File: src/rtl/frame_rx_pkg.sv
// Shared types and constants for the serial frame receiver: FSM states,
// CRC-16/CCITT-FALSE constants, header byte positions and a bytewise CRC step.
package frame_rx_pkg;

    typedef enum logic [2:0] {
        ST_IDLE,
        ST_HEAD,
        ST_BODY,
        ST_CRC,
        ST_DONE
    } state_t;

    localparam logic [15:0] CRC_POLY = 16'h1021;
    localparam logic [15:0] CRC_INIT = 16'hFFFF;

    // Header byte positions, sized for the 17-bit index arithmetic.
    localparam logic [16:0] IDX_INFO   = 17'd0;
    localparam logic [16:0] IDX_SEG    = 17'd1;
    localparam logic [16:0] IDX_LEN_HI = 17'd2;
    localparam logic [16:0] IDX_LEN_LO = 17'd3;

    function automatic logic [15:0] crc16_byte(input logic [15:0] crc, input logic [7:0] d);
        logic [15:0] c;
        c = crc ^ {d, 8'h00};
        for (int i = 0; i < 8; i++) begin
            c = c[15] ? ({c[14:0], 1'b0} ^ CRC_POLY) : {c[14:0], 1'b0};
        end
        return c;
    endfunction

endpackage

File: src/rtl/frame_crc16.sv
// Byte-wide CRC-16/CCITT-FALSE engine: synchronous clear to the init value,
// one byte folded in per enabled cycle.
module frame_crc16
    import frame_rx_pkg::*;
(
    input  logic        i_clk,
    input  logic        i_rst_n,
    input  logic        i_clr,
    input  logic        i_en,
    input  logic [7:0]  i_data,
    output logic [15:0] o_crc
);

    always_ff @(posedge i_clk or negedge i_rst_n) begin
        if (!i_rst_n) begin
            o_crc <= CRC_INIT;
        end else if (i_clr) begin
            o_crc <= CRC_INIT;
        end else if (i_en) begin
            o_crc <= crc16_byte(o_crc, i_data);
        end
    end

endmodule

File: src/rtl/frame_rx_parser.sv
// Serial frame receiver: assembles bytes, tracks header/body/CRC, emits payload
// bytes and result pulses. Define FRAME_RX_STATS_EN to build the ok/err counters.
module frame_rx_parser
    import frame_rx_pkg::*;
#(
    parameter int MAX_LEN   = 1024,
    parameter int HDR_LEN   = 21,
    parameter int PTYPE_IDX = 21,
    parameter int LSB_FIRST = 0
) (
    input  logic        i_clk,
    input  logic        i_rst_n,
    input  logic        i_data_en,
    input  logic        i_bit_vld,
    input  logic        i_data_in,
    output logic [7:0]  o_byte_data,
    output logic        o_byte_valid,
    output logic        o_sof,
    output logic        o_eof,
    output logic        o_crc_ok,
    output logic        o_crc_err,
    output logic        o_len_err,
    output logic [7:0]  o_info_type,
    output logic [7:0]  o_para_type,
    output logic [15:0] o_frame_len,
    output logic [15:0] o_ok_cnt,
    output logic [15:0] o_err_cnt
);

    localparam int CW = $clog2(MAX_LEN) + 1;

    state_t        state, state_nxt;
    logic          en_d, en_rise, active, aborting;
    logic          bit_take, byte_done, len_bad, crc_clr, crc_en;
    logic [2:0]    bit_cnt;
    logic [CW-1:0] byte_cnt;
    logic [7:0]    sh, nxt_byte, len_hi, rx_crc_hi;
    logic [16:0]   idx17, len17, last_body, last_idx;
    logic [15:0]   crc;

    assign active    = state inside {ST_HEAD, ST_BODY, ST_CRC};
    assign en_rise   = i_data_en & ~en_d;
    assign aborting  = active & ~i_data_en;
    assign bit_take  = active & i_data_en & i_bit_vld;
    assign byte_done = bit_take & (bit_cnt == 3'd7);
    assign nxt_byte  = (LSB_FIRST != 0) ? {i_data_in, sh[7:1]} : {sh[6:0], i_data_in};
    assign idx17     = 17'(byte_cnt);
    assign len17     = {1'b0, len_hi, nxt_byte};
    assign len_bad   = ((len17 + 17'd4) < 17'(HDR_LEN)) || ((len17 + 17'd6) > 17'(MAX_LEN));
    assign crc_clr   = (state == ST_IDLE) & en_rise;
    assign crc_en    = byte_done & (state inside {ST_HEAD, ST_BODY});

    frame_crc16 u_crc (
        .i_clk   (i_clk),
        .i_rst_n (i_rst_n),
        .i_clr   (crc_clr),
        .i_en    (crc_en),
        .i_data  (nxt_byte),
        .o_crc   (crc)
    );

    always_ff @(posedge i_clk or negedge i_rst_n) begin
        if (!i_rst_n) state <= ST_IDLE;
        else          state <= state_nxt;
    end

    always_comb begin
        state_nxt = state;
        case (state)
            ST_IDLE: if (en_rise) state_nxt = ST_HEAD;
            ST_HEAD: begin
                if (!i_data_en)
                    state_nxt = ST_IDLE;
                else if (byte_done && idx17 == IDX_LEN_LO)
                    state_nxt = len_bad ? ST_DONE : ((len17 == 17'd0) ? ST_CRC : ST_BODY);
            end
            ST_BODY: begin
                if (!i_data_en)                             state_nxt = ST_IDLE;
                else if (byte_done && idx17 == last_body)   state_nxt = ST_CRC;
            end
            ST_CRC: begin
                if (!i_data_en)                             state_nxt = ST_IDLE;
                else if (byte_done && idx17 == last_idx)    state_nxt = ST_DONE;
            end
            ST_DONE: if (!i_data_en) state_nxt = ST_IDLE;
            default: state_nxt = ST_IDLE;
        endcase
    end

    always_ff @(posedge i_clk or negedge i_rst_n) begin
        if (!i_rst_n) begin
            // en_d resets high so a gate held high across reset is not a new frame
            en_d         <= 1'b1;
            bit_cnt      <= '0;
            byte_cnt     <= '0;
            sh           <= '0;
            len_hi       <= '0;
            rx_crc_hi    <= '0;
            last_body    <= '0;
            last_idx     <= '0;
            o_byte_data  <= '0;
            o_byte_valid <= 1'b0;
            o_sof        <= 1'b0;
            o_eof        <= 1'b0;
            o_crc_ok     <= 1'b0;
            o_crc_err    <= 1'b0;
            o_len_err    <= 1'b0;
            o_info_type  <= '0;
            o_para_type  <= '0;
            o_frame_len  <= '0;
        end else begin
            en_d         <= i_data_en;
            o_byte_valid <= 1'b0;
            o_sof        <= 1'b0;
            o_eof        <= 1'b0;
            o_crc_ok     <= 1'b0;
            o_crc_err    <= 1'b0;
            o_len_err    <= aborting;

            if (crc_clr) begin
                bit_cnt  <= '0;
                byte_cnt <= '0;
                sh       <= '0;
            end else if (bit_take) begin
                bit_cnt <= bit_cnt + 3'd1;
                sh      <= nxt_byte;
                if (byte_done) byte_cnt <= byte_cnt + CW'(1);
            end

            if (byte_done) begin
                case (state)
                    ST_HEAD: begin
                        if (idx17 == IDX_INFO)   o_info_type <= nxt_byte;
                        if (idx17 == IDX_LEN_HI) len_hi      <= nxt_byte;
                        if (idx17 == IDX_LEN_LO) begin
                            o_frame_len <= len17[15:0];
                            last_body   <= len17 + 17'd3;
                            last_idx    <= len17 + 17'd5;
                            o_len_err   <= len_bad;
                        end
                    end
                    ST_BODY: begin
                        if (idx17 >= 17'(HDR_LEN)) begin
                            o_byte_valid <= 1'b1;
                            o_byte_data  <= nxt_byte;
                            o_sof        <= (idx17 == 17'(HDR_LEN));
                            o_eof        <= (idx17 == last_body);
                        end
                    end
                    ST_CRC: begin
                        if (idx17 == last_idx) begin
                            o_crc_ok  <= ({rx_crc_hi, nxt_byte} == crc);
                            o_crc_err <= ({rx_crc_hi, nxt_byte} != crc);
                        end else begin
                            rx_crc_hi <= nxt_byte;
                        end
                    end
                    default: ;
                endcase
                if (idx17 == 17'(PTYPE_IDX)) o_para_type <= nxt_byte;
            end
        end
    end

`ifdef FRAME_RX_STATS_EN
    always_ff @(posedge i_clk or negedge i_rst_n) begin
        if (!i_rst_n) begin
            o_ok_cnt  <= '0;
            o_err_cnt <= '0;
        end else begin
            if (o_crc_ok && o_ok_cnt != 16'hFFFF)
                o_ok_cnt <= o_ok_cnt + 16'd1;
            if ((o_crc_err || o_len_err) && o_err_cnt != 16'hFFFF)
                o_err_cnt <= o_err_cnt + 16'd1;
        end
    end
`else
    assign o_ok_cnt  = '0;
    assign o_err_cnt = '0;
`endif

endmodule

File: config.mk
export PLATFORM = sky130hd
export DESIGN_NAME = frame_rx_parser
export DESIGN_NICKNAME = d
export VERILOG_FILES = /design/src/rtl/frame_rx_pkg.sv /design/src/rtl/frame_crc16.sv /design/src/rtl/frame_rx_parser.sv
export SDC_FILE = /design/constraint.sdc
export NUM_CORES = 1
export LEC_CHECK = 0
export ABC_AREA = 1
export CAP_MARGIN = 0
export CORE_UTILIZATION = 50
export DETAILED_ROUTE_END_ITERATION = 10
export HOLD_SLACK_MARGIN = 0.08
export PLACE_DENSITY_LB_ADDON = 0.15
export SETUP_SLACK_MARGIN = 0.02
export SLEW_MARGIN = 30
export SYNTH_ARGS = -nofsm -noshare
export SYNTH_HDL_FRONTEND = slang
export SYNTH_SLANG_ARGS = --single-unit
File: constraint.sdc
create_clock -name i_clk -period 5.15 [get_ports i_clk]
set_input_delay 0.7725 -clock i_clk [delete_from_list [all_inputs] [get_ports i_clk]]
set_output_delay 0.7725 -clock i_clk [all_outputs]
set_load 0.02 [all_outputs]
==> run metrics, run 1 <==
EDFF count, synth=0; hold buffers post-CTS=0; Final Max Slew Viols=0; reg2reg start=sh[0]; Setup TNS=0 ns; Vias=between 6000 and 7000; WS Path Type=register to register; vias in the first global route=5876; die area=about 16000 um2; DRT Pass-1 Iters=5; Nets=1000; drt drc=0; flops & latches, synth=roughly 140; Detail Route Antenna Nets=0; post-synth top area cell=dfrtp_1; Syn Inst Count=about 940; f_max=346 MHz; GR Overflow Total=0; synthesis-to-layout area growth=13.2%; Syn Area/Cell=roughly 8.1 um2; Netlist cell types=46; clock slew at reported path FFs=roughly 0.060 ns; Max Cap Violations=0; R2R depth=12; measured slew at the worst slew-check pin=around 0.84 ns; reg2reg end=state[2]; Req. time, crit path=roughly 5.5 ns; dominant synthesized flop cell=dfrtp_1; CTS resizes=0; first-pass GRT wire length=~32000 um; gr usage total=around a quarter; Final Setup Violations=0; clock skew=between 0.01 and 0.015 ns; total CTS buffers=17; CP startpoint=sh[0]; final hold vios=0; Clk Latency, worst-skew pair=~0.43 ns; worst vdd ir=about 270 uV; core area=between 10000 and 15000 um2; WP data arrival=3.21 ns; Hold Crit Class=input pin to async pin; RSZ-0062 raised after global routing=false; Post-CTS Setup Bufs=0; TritonCTS clock tree=done; ant diodes=0; sequential area share after synthesis=44.7%; row count=44; crit path launch type=register; CTS Buffer Depth=2; WL per Instance=16.6 um; IO buf count=50; top-area cell type share of the netlist area=around two fifths; H-tree levels=4; pin count of the biggest net entering global routing=95; Async S/R FF share, synth=100%; synth warn=0; cell with the most instances after synthesis=nand2_1; post-layout util=between 50 and 60%; ratio of cells with drive above 1 in the final layout=just over 8%; Worst R2R Setup Slack=between 2 and 2.5 ns; drt total wl=roughly 20000 um; post-DP HPWL=~14000 um; Synth top cells by count=222 x nand2_1, 119 x dfrtp_1, 102 x o21ai_0; Final Critical Period=2.89 ns; Area contributors post-synth=dfrtp_1 39%, nand2_1 11%, o21ai_0 6.7%; status=finished clean; antenna violations before repair=0; Cell Pwr Density=between 300 and 400 nW/um2; Die Width=approximately 130 um; IO Count=83; fin crit share=between 50% and 60%; via/cell ratio=5.33; FILL cells=around 1400; routability cong.=0.942; leak pwr=around 4 nW; Synth Cell Area=~7700 um2; starting density of the core=51.9%; Relative slew margins=roughly 44%; # clock sinks=between 100 and 150; Vert. Die Dim=around 130 um; critical-path maximum fanout=14; Root Driver=clkbuf_16; Crit. End Element=register; 1st-iter DRT viols=just over 600
worst max-delay path by stage:
stage | end | slack [ns] | cells after the start
4_1_cts | state[2] | 2.34 | 12
6_report | state[2] | 2.26 | 12
5_1_grt | state[0] | 2.08 | 13
3_5_place_dp | last_idx[12] | 2.03 | 9
3_3_place_gp | last_idx[12] | 2.09 | 9
2_1_floorplan | state[2] | 2.91 | 15
logic make-up (layout without fill, tap and decap cells):
logic type / after synthesis / in the layout / synth area share [%]
other: 1 / 32 / 0.0490
DFF: 136 / 136 / 44.7
buffers and inverters: 150 / 166 / 9.69
adders and majority gates: 18 / 18 / 2.94
and+or+nand+nor: 404 / 404 / 23.1
xor gates and xnor gates: 70 / 70 / 8.01
AOI/OAI and AO/OA: 164 / 164 / 11.5
layout make-up:
type                       instances  area [um2]  share of cell area (%)
sequential                       136        3420                    39.5
inverter                          82         310                    3.58
timing repair buffer              52         517                    5.96
tap                              184         230                    2.66
clock inverter                    13         134                    1.54
multi-input combinational        688        3610                    41.6
clock buffer                      19         443                    5.11
through the flow:
step / hold WS [ns] / power (mW) / setup slack, ns / area [um2] / instances
floorplan: 0.442 / 1.60 / 2.91 / 7770 / 974
CTS: 0.469 / 2.94 / 2.34 / 8670 / 1174
global route: 0.502 / 3.07 / 2.08 / 8670 / 1174
finish: 0.413 / 2.94 / 2.26 / 8670 / 1174
global placement: 0.462 / 1.74 / 2.09 / 8090 / 1142
detailed placement: 0.473 / 1.74 / 2.03 / 8090 / 1142
layout by cell type (no fill, tap or decap), drive strengths merged, types with 2 or more instances in the layout:
cell and count:
a21oi 19, a31oi 2, buf 3, clkbuf 19, clkdlybuf4s50 49, clkinv 6, conb 32, dfrtp 119
dfstp 17, ha 18, inv 88, nand2 227, nand3 42, nand3b 3, nand4 15, nor2 86
nor3 20, nor4 5, o21ai 114, o21bai 2, o22a 2, o22ai 18, or2 4, xnor2 24
xor2 46
report_power, final:
part | internal, mW | switching [mW]
combinational | 0.175 | 0.374
sequential | 1.11 | 0.0762
clock | 0.692 | 0.513
total | 1.98 | 0.963
layer usage:
layer  global-route usage (%)  share of wire (%)  routed length [um]
met1                     35.7                 46                8890
met5                        0                  0                   0
met2                     40.0                 46                8930
met3                     6.54                6.1                1190
met4                     9.57                2.3                 446
worst max-delay path, stage by stage, from the launching register on:
cell      delay, ns
dfrtp_1        0.54
clkinv_1       0.48
ha_1           0.42
inv_1          0.08
nand3_1        0.09
nor2_1         0.27
nand3_1        0.11
nand2_1        0.08
nand3_1        0.08
nor2_1         0.24
nand3_1        0.15
a21oi_1        0.16
o21ai_1        0.07
registers in the layout, indices dropped and copies added (netlist names), 3 cells and up:
name and flops:
len_hi 8, o_byte_data 8, u_crc.o_crc 16, o_frame_len 16
last_body 17, byte_cnt 11, o_para_type 8, o_info_type 8
rx_crc_hi 8, last_idx 16, sh 7, bit_cnt 3
state 3
No activity file was read; power rests on OpenSTA's default activity.
==> run 2: changes to the inputs <==
- clock period: 5.15 -> 2.9 ns (I/O delays scaled with it)
==> run 2 against run 1 <==
Power increased by 82%. Combinational power increased by 93%. Critical path type unchanged. Wire length increased by 2.9%. Sequential share of layout area decreased by 0.61 points. Cell count increased by 1.2%. Largest power group unchanged. Register-to-register slack got worse by 1.8 ns. Cell area increased by 1.6%. Die area unchanged. Maximum frequency increased by 17%. First-iteration DRC count decreased by 5.1%.
==> run metrics, run 2 (same netlist as run 1, synthesis figures left out) <==
Final Setup Violations=0 (unchanged); IO Count=83 (unchanged); worst vdd ir=509 uV (was 270 uV); Final Critical Period=2.46 ns (was 2.89 ns); worst slack at placement=0.288 ns (was 2.03 ns); H-tree levels=4 (unchanged); GR Overflow Total=0 (unchanged); WP data arrival=2.76 ns (was 3.21 ns); WS Path Type=register to register (unchanged); drt drc=0 (unchanged); Crit. End Element=register (unchanged); pin count of the biggest net entering global routing=76 (was 95); hold buffers post-CTS=1 (was 0); leak pwr=3.97 nW (was 3.91 nW); Max Cap Violations=0 (unchanged); Sequential Area=3420 um2 (unchanged); row count=44 (unchanged); final hold vios=0 (unchanged); vias in the first global route=6158 (was 5876); dpl cell area=8200 um2 (was 8090 um2); synthesis-to-layout area growth=14.9% (was 13.2%); clock slew at reported path FFs=0.07 ns (was 0.06 ns); GRT busiest layer=met2 (unchanged); CTS resizes=0 (unchanged); WL per Instance=16.9 um (was 16.6 um); multi-input logic area=3610 um2 (unchanged); critical-path maximum fanout=9 (was 14); antenna violations before repair=0 (unchanged); die area=15800 um2 (unchanged); commonest non-fill, non-tap cell in the layout=nand2_1 (unchanged); FILL cells=1368 (was 1366); ant diodes=0 (unchanged); routability cong.=0.958 (was 0.942); Final Max Slew Viols=0 (unchanged); RSZ-0062 raised after global routing=false (unchanged); crit path launch type=register (unchanged); final total power=5.34 mW (was 2.94 mW); 1st-iter DRT viols=574 (was 605); Setup TNS=0 ns (unchanged); most frequent cells in the layout=222 x nand2_1, 119 x dfrtp_1, 102 x o21ai_0 (unchanged); Die Width=126 um (unchanged); largest register by flop count=last_body (unchanged); gr usage total=27.0% (was 26.0%); ratio of cells with drive above 1 in the final layout=9.56% (was 8.28%); via/cell ratio=5.38 (was 5.33); GR Util met1=36.6% (was 35.7%); Clk Latency, worst-skew pair=0.43 ns (about the same); dpl cells=1156 (was 1142); Cell Pwr Density=607 nW/um2 (was 339 nW/um2); Hold Crit Class=register to register (was input pin to async pin); Nets=1015 (was 1000); Vias=6393 (was 6252); Largest register FFs=17 (unchanged); met2 Usage GRT=42.8% (was 40.0%); Req. time, crit path=3.20 ns (was 5.47 ns); final std cells w/o fill=1188 (was 1174); IO buf count=50 (unchanged); status=finished clean (unchanged); post-DP HPWL=14300 um (was 13700 um); measured slew at the worst slew-check pin=0.686 ns (was 0.842 ns); TritonCTS clock tree=done (unchanged); first-pass GRT wire length=32900 um (was 31600 um); total CTS buffers=17 (unchanged); DRT Pass-1 Iters=9 (was 5); met3 Resource Use GR=5.52% (was 6.54%); # clock sinks=136 (unchanged); starting density of the core=51.9% (unchanged); Relative slew margins=54.2% (was 43.8%); final worst slack=0.440 ns (was 2.26 ns); final hold slack=0.485 ns (was 0.413 ns); Root Driver=clkbuf_16 (unchanged); post-layout util=59.7% (was 58.7%); core area=14800 um2 (unchanged); CTS Buffer Depth=2 (unchanged); f_max=407 MHz (was 346 MHz); cell area after layout=8800 um2 (was 8670 um2); clock skew=0.0108 ns (was 0.0104 ns); Post-CTS Setup Bufs=0 (unchanged); Detail Route Antenna Nets=0 (unchanged); drt total wl=20000 um (was 19500 um); Vert. Die Dim=126 um (unchanged); fin crit share=84.8% (was 56.1%)
==> run 2: worst max-delay path, cell delays in order (launching register included) <==
cell and delay, ns:
dfrtp_1 0.61, ha_1 0.31, inv_1 0.14, nand2_1 0.18
nand2_1 0.14, nor2_1 0.12, nor2_1 0.04, nor2_1 0.09
nand2_1 0.06, nor2_1 0.21, nand3_1 0.17, a22o_1 0.24
==> run 2: worst paths after layout <==
check	startpoint	end	slack, ns	cells past startpoint
worst max register to register	sh[1]	o_len_err	0.44	11
worst min register to register	o_frame_len[12]	o_frame_len[12]	0.49	2
worst min-delay path	o_frame_len[12]	o_frame_len[12]	0.49	2
worst max-delay path	sh[1]	o_len_err	0.44	11
max in group asynchronous	i_rst_n	en_d	1.55	3
min in group asynchronous	i_rst_n	last_body[14]	0.60	2
==> run 2: report_power, final <==
part | internal [mW] | switching, mW
clock | 1.32 | 0.875
sequential | 1.97 | 0.118
combinational | 0.353 | 0.705
==> run 2: metal layers <==
layer / wire length (um) / share of wire (%)
met1: 9210 / 46
met2: 9260 / 46
met5: 0 / 0
met3: 1030 / 5.2
met4: 524 / 2.6
==> run 2: layout make-up <==
| class | instances | share of cell area (%) |
|---|---|---|
| Timing Repair Buffer | 67 | 7.18 |
| Clock buffer | 19 | 5.15 |
| Multi-Input combinational cell | 688 | 41.0 |
| Inverter | 82 | 3.53 |
| Sequential cell | 136 | 38.9 |
| Tap cell | 184 | 2.62 |
| Clock inverter | 12 | 1.63 |
==> run 3: changes to the inputs <==
- clock period: 2.9 -> 2 ns (I/O delays scaled with it)
==> run 3 against run 2 <==
The run now ends with negative setup slack left. Non-clock buffer count increased by 107. Sequential power increased by 43%. First-iteration DRC count increased by 8.7%. Via count increased by 5.0%. Clock-buffer cell count unchanged. Critical endpoint is now state[2]. Highest routed layer unchanged.
==> run metrics, run 3 (same netlist as run 1, synthesis figures left out) <==
status=finished with violations (was finished clean); failing checks=negative setup slack; Final Critical Period=2.05 ns (was 2.46 ns); drt total wl=21100 um (was 20000 um); Hold Crit Class=input pin to async pin (was register to register); Detail Route Antenna Nets=0 (unchanged); Clk Latency, worst-skew pair=0.43 ns (about the same); clock slew at reported path FFs=0.06 ns (was 0.07 ns); final worst slack=-0.0494 ns (was 0.440 ns); # clock sinks=136 (unchanged); post-layout util=67.8% (was 59.7%); Die Width=126 um (unchanged); TritonCTS clock tree=done (unchanged); die area=15800 um2 (unchanged); total CTS buffers=17 (unchanged); reg2reg end=state[2] (was o_len_err); worst vdd ir=740 uV (was 509 uV); row count=44 (unchanged); WP data arrival=2.41 ns (was 2.76 ns); drt drc=0 (unchanged); WS Path Type=register to register (unchanged); routability cong.=0.947 (was 0.958); Nets=1122 (was 1015); clock skew=0.0108 ns (about the same); GRT busiest layer=met2 (unchanged); DRT Pass-1 Iters=6 (was 9); final hold vios=0 (unchanged); Final Max Slew Viols=0 (unchanged); H-tree levels=4 (unchanged); leak pwr=4.65 nW (was 3.97 nW); Final Setup Violations=2 (was 0); ratio of cells with drive above 1 in the final layout=23.0% (was 9.56%); Req. time, crit path=2.36 ns (was 3.20 ns); GR Util met1=38.2% (was 36.6%); Vert. Die Dim=126 um (unchanged); core area=14800 um2 (unchanged); met2 Usage GRT=44.2% (was 42.8%); vias in the first global route=6326 (was 6158); met3 Resource Use GR=5.69% (was 5.52%); IO buf count=50 (unchanged); Cell Pwr Density=855 nW/um2 (was 607 nW/um2); crit path launch type=register (unchanged); post-DP HPWL=15300 um (was 14300 um); reg2reg start=sh[2] (was sh[1]); fin crit share=102% (was 84.8%); CTS Buffer Depth=2 (unchanged); starting density of the core=51.9% (unchanged); final std cells w/o fill=1296 (was 1188); gr usage total=27.8% (was 27.0%); Largest register FFs=17 (unchanged); pin count of the biggest net entering global routing=83 (was 76); synthesis-to-layout area growth=30.7% (was 14.9%); commonest non-fill, non-tap cell in the layout=nand2_1 (unchanged); Crit. End Element=register (unchanged); R2R depth=15 (was 11); Max Cap Violations=0 (unchanged); GR Overflow Total=0 (unchanged); dpl cells=1249 (was 1156); RSZ-0062 raised after global routing=true (was false); IO Count=83 (unchanged); Vias=6715 (was 6393); f_max=488 MHz (was 407 MHz); most frequent cells in the layout=207 x nand2_1, 113 x dfrtp_1, 108 x buf_4 (was 222 x nand2_1, 119 x dfrtp_1, 102 x o21ai_0); Worst R2R Setup Slack=-0.05 ns (was 0.44 ns); WL per Instance=16.3 um (was 16.9 um); ant diodes=0 (unchanged); first-pass GRT wire length=33700 um (was 32900 um); antenna violations before repair=0 (unchanged); 1st-iter DRT viols=624 (was 574); critical-path maximum fanout=5 (was 9); via/cell ratio=5.18 (was 5.38); Root Driver=clkbuf_16 (unchanged); largest register by flop count=last_body (unchanged)
## run 3: cell count changes in the layout (fill, tap and decap cells not counted), sizes merged
| cell | before | now |
|---|---|---|
| clkinvlp | 3 | 0 |
| bufinv | 2 | 3 |
| buf | 17 | 124 |
| clkinv | 6 | 5 |
| inv | 83 | 87 |
## run 3: cell type report
| cell class | instances | area [um2] |
|---|---|---|
| clock buffer | 19 | 443 |
| clock inverter | 13 | 183 |
| fill | 1236 | 4750 |
| inverter | 82 | 323 |
| multi-input combinational | 688 | 3840 |
| sequential | 136 | 3430 |
| tap | 184 | 230 |
| timing repair buffer | 174 | 1550 |
## run 3: stage by stage
| step | setup slack (ns) | hold slack, ns | TNS [ns] | power (mW) | instance area, um2 |
|---|---|---|---|---|---|
| 2_1_floorplan | 0.0347 | 0.00441 | 0 | 4.17 | 7800 |
| 3_3_place_gp | -0.124 | 0.285 | -4.22 | 4.84 | 8980 |
| 3_5_place_dp | -0.169 | 0.283 | -6.93 | 4.85 | 8980 |
| 4_1_cts | 0.0210 | 0.403 | 0 | 8.27 | 9680 |
| 5_1_grt | -0.0950 | 0.430 | -0.306 | 8.94 | 10000 |
| 6_report | -0.0494 | 0.387 | -0.0542 | 8.55 | 10000 |
## run 3: per-layer routing
layer / share of wire (%) / vias up
met3: 4.1 / 28
met4: 1.6 / 0
met1: 47 / 3206
met2: 48 / 165
met5: 0 / -
li1: - / 3316
## run 3: worst max path at each step
stage / from / end / slack (ns) / cells after the start
floorplan: sh[0] / state[2] / 0.03 / 12
global placement: i_data_in / state[2] / -0.12 / 12
detailed placement: i_data_in / state[2] / -0.17 / 12
CTS: sh[2] / state[0] / 0.02 / 15
global route: sh[2] / state[0] / -0.1 / 15
finish: sh[2] / state[2] / -0.05 / 15
## run 3: critical path: stages (launching register included)
cell and delay, ns:
dfrtp_1 0.45, buf_6 0.18, inv_4 0.05, ha_4 0.24
nor2_4 0.08, nand2_1 0.06, nand3_1 0.06, nand2_1 0.05
nor2_1 0.11, nand3_1 0.09, nor2_1 0.12, nand2_2 0.10
buf_6 0.13, nand3_2 0.06, a21oi_1 0.06, o21ai_1 0.13
## run 3: where the power goes
group / total, mW / switching, mW / internal, mW
clock: 3.33 / 1.29 / 2.04
sequential: 2.99 / 0.133 / 2.86
combinational: 2.23 / 1.30 / 0.937
## run 3: what timing repair did
item	4_1_cts	5_1_grt
endpoints found under the setup margin	4	49
buffers inserted	3	11
gates resized for setup	10	75
pin swaps	7	32
hold buffers	1	0
hold endpoints to repair	48	0
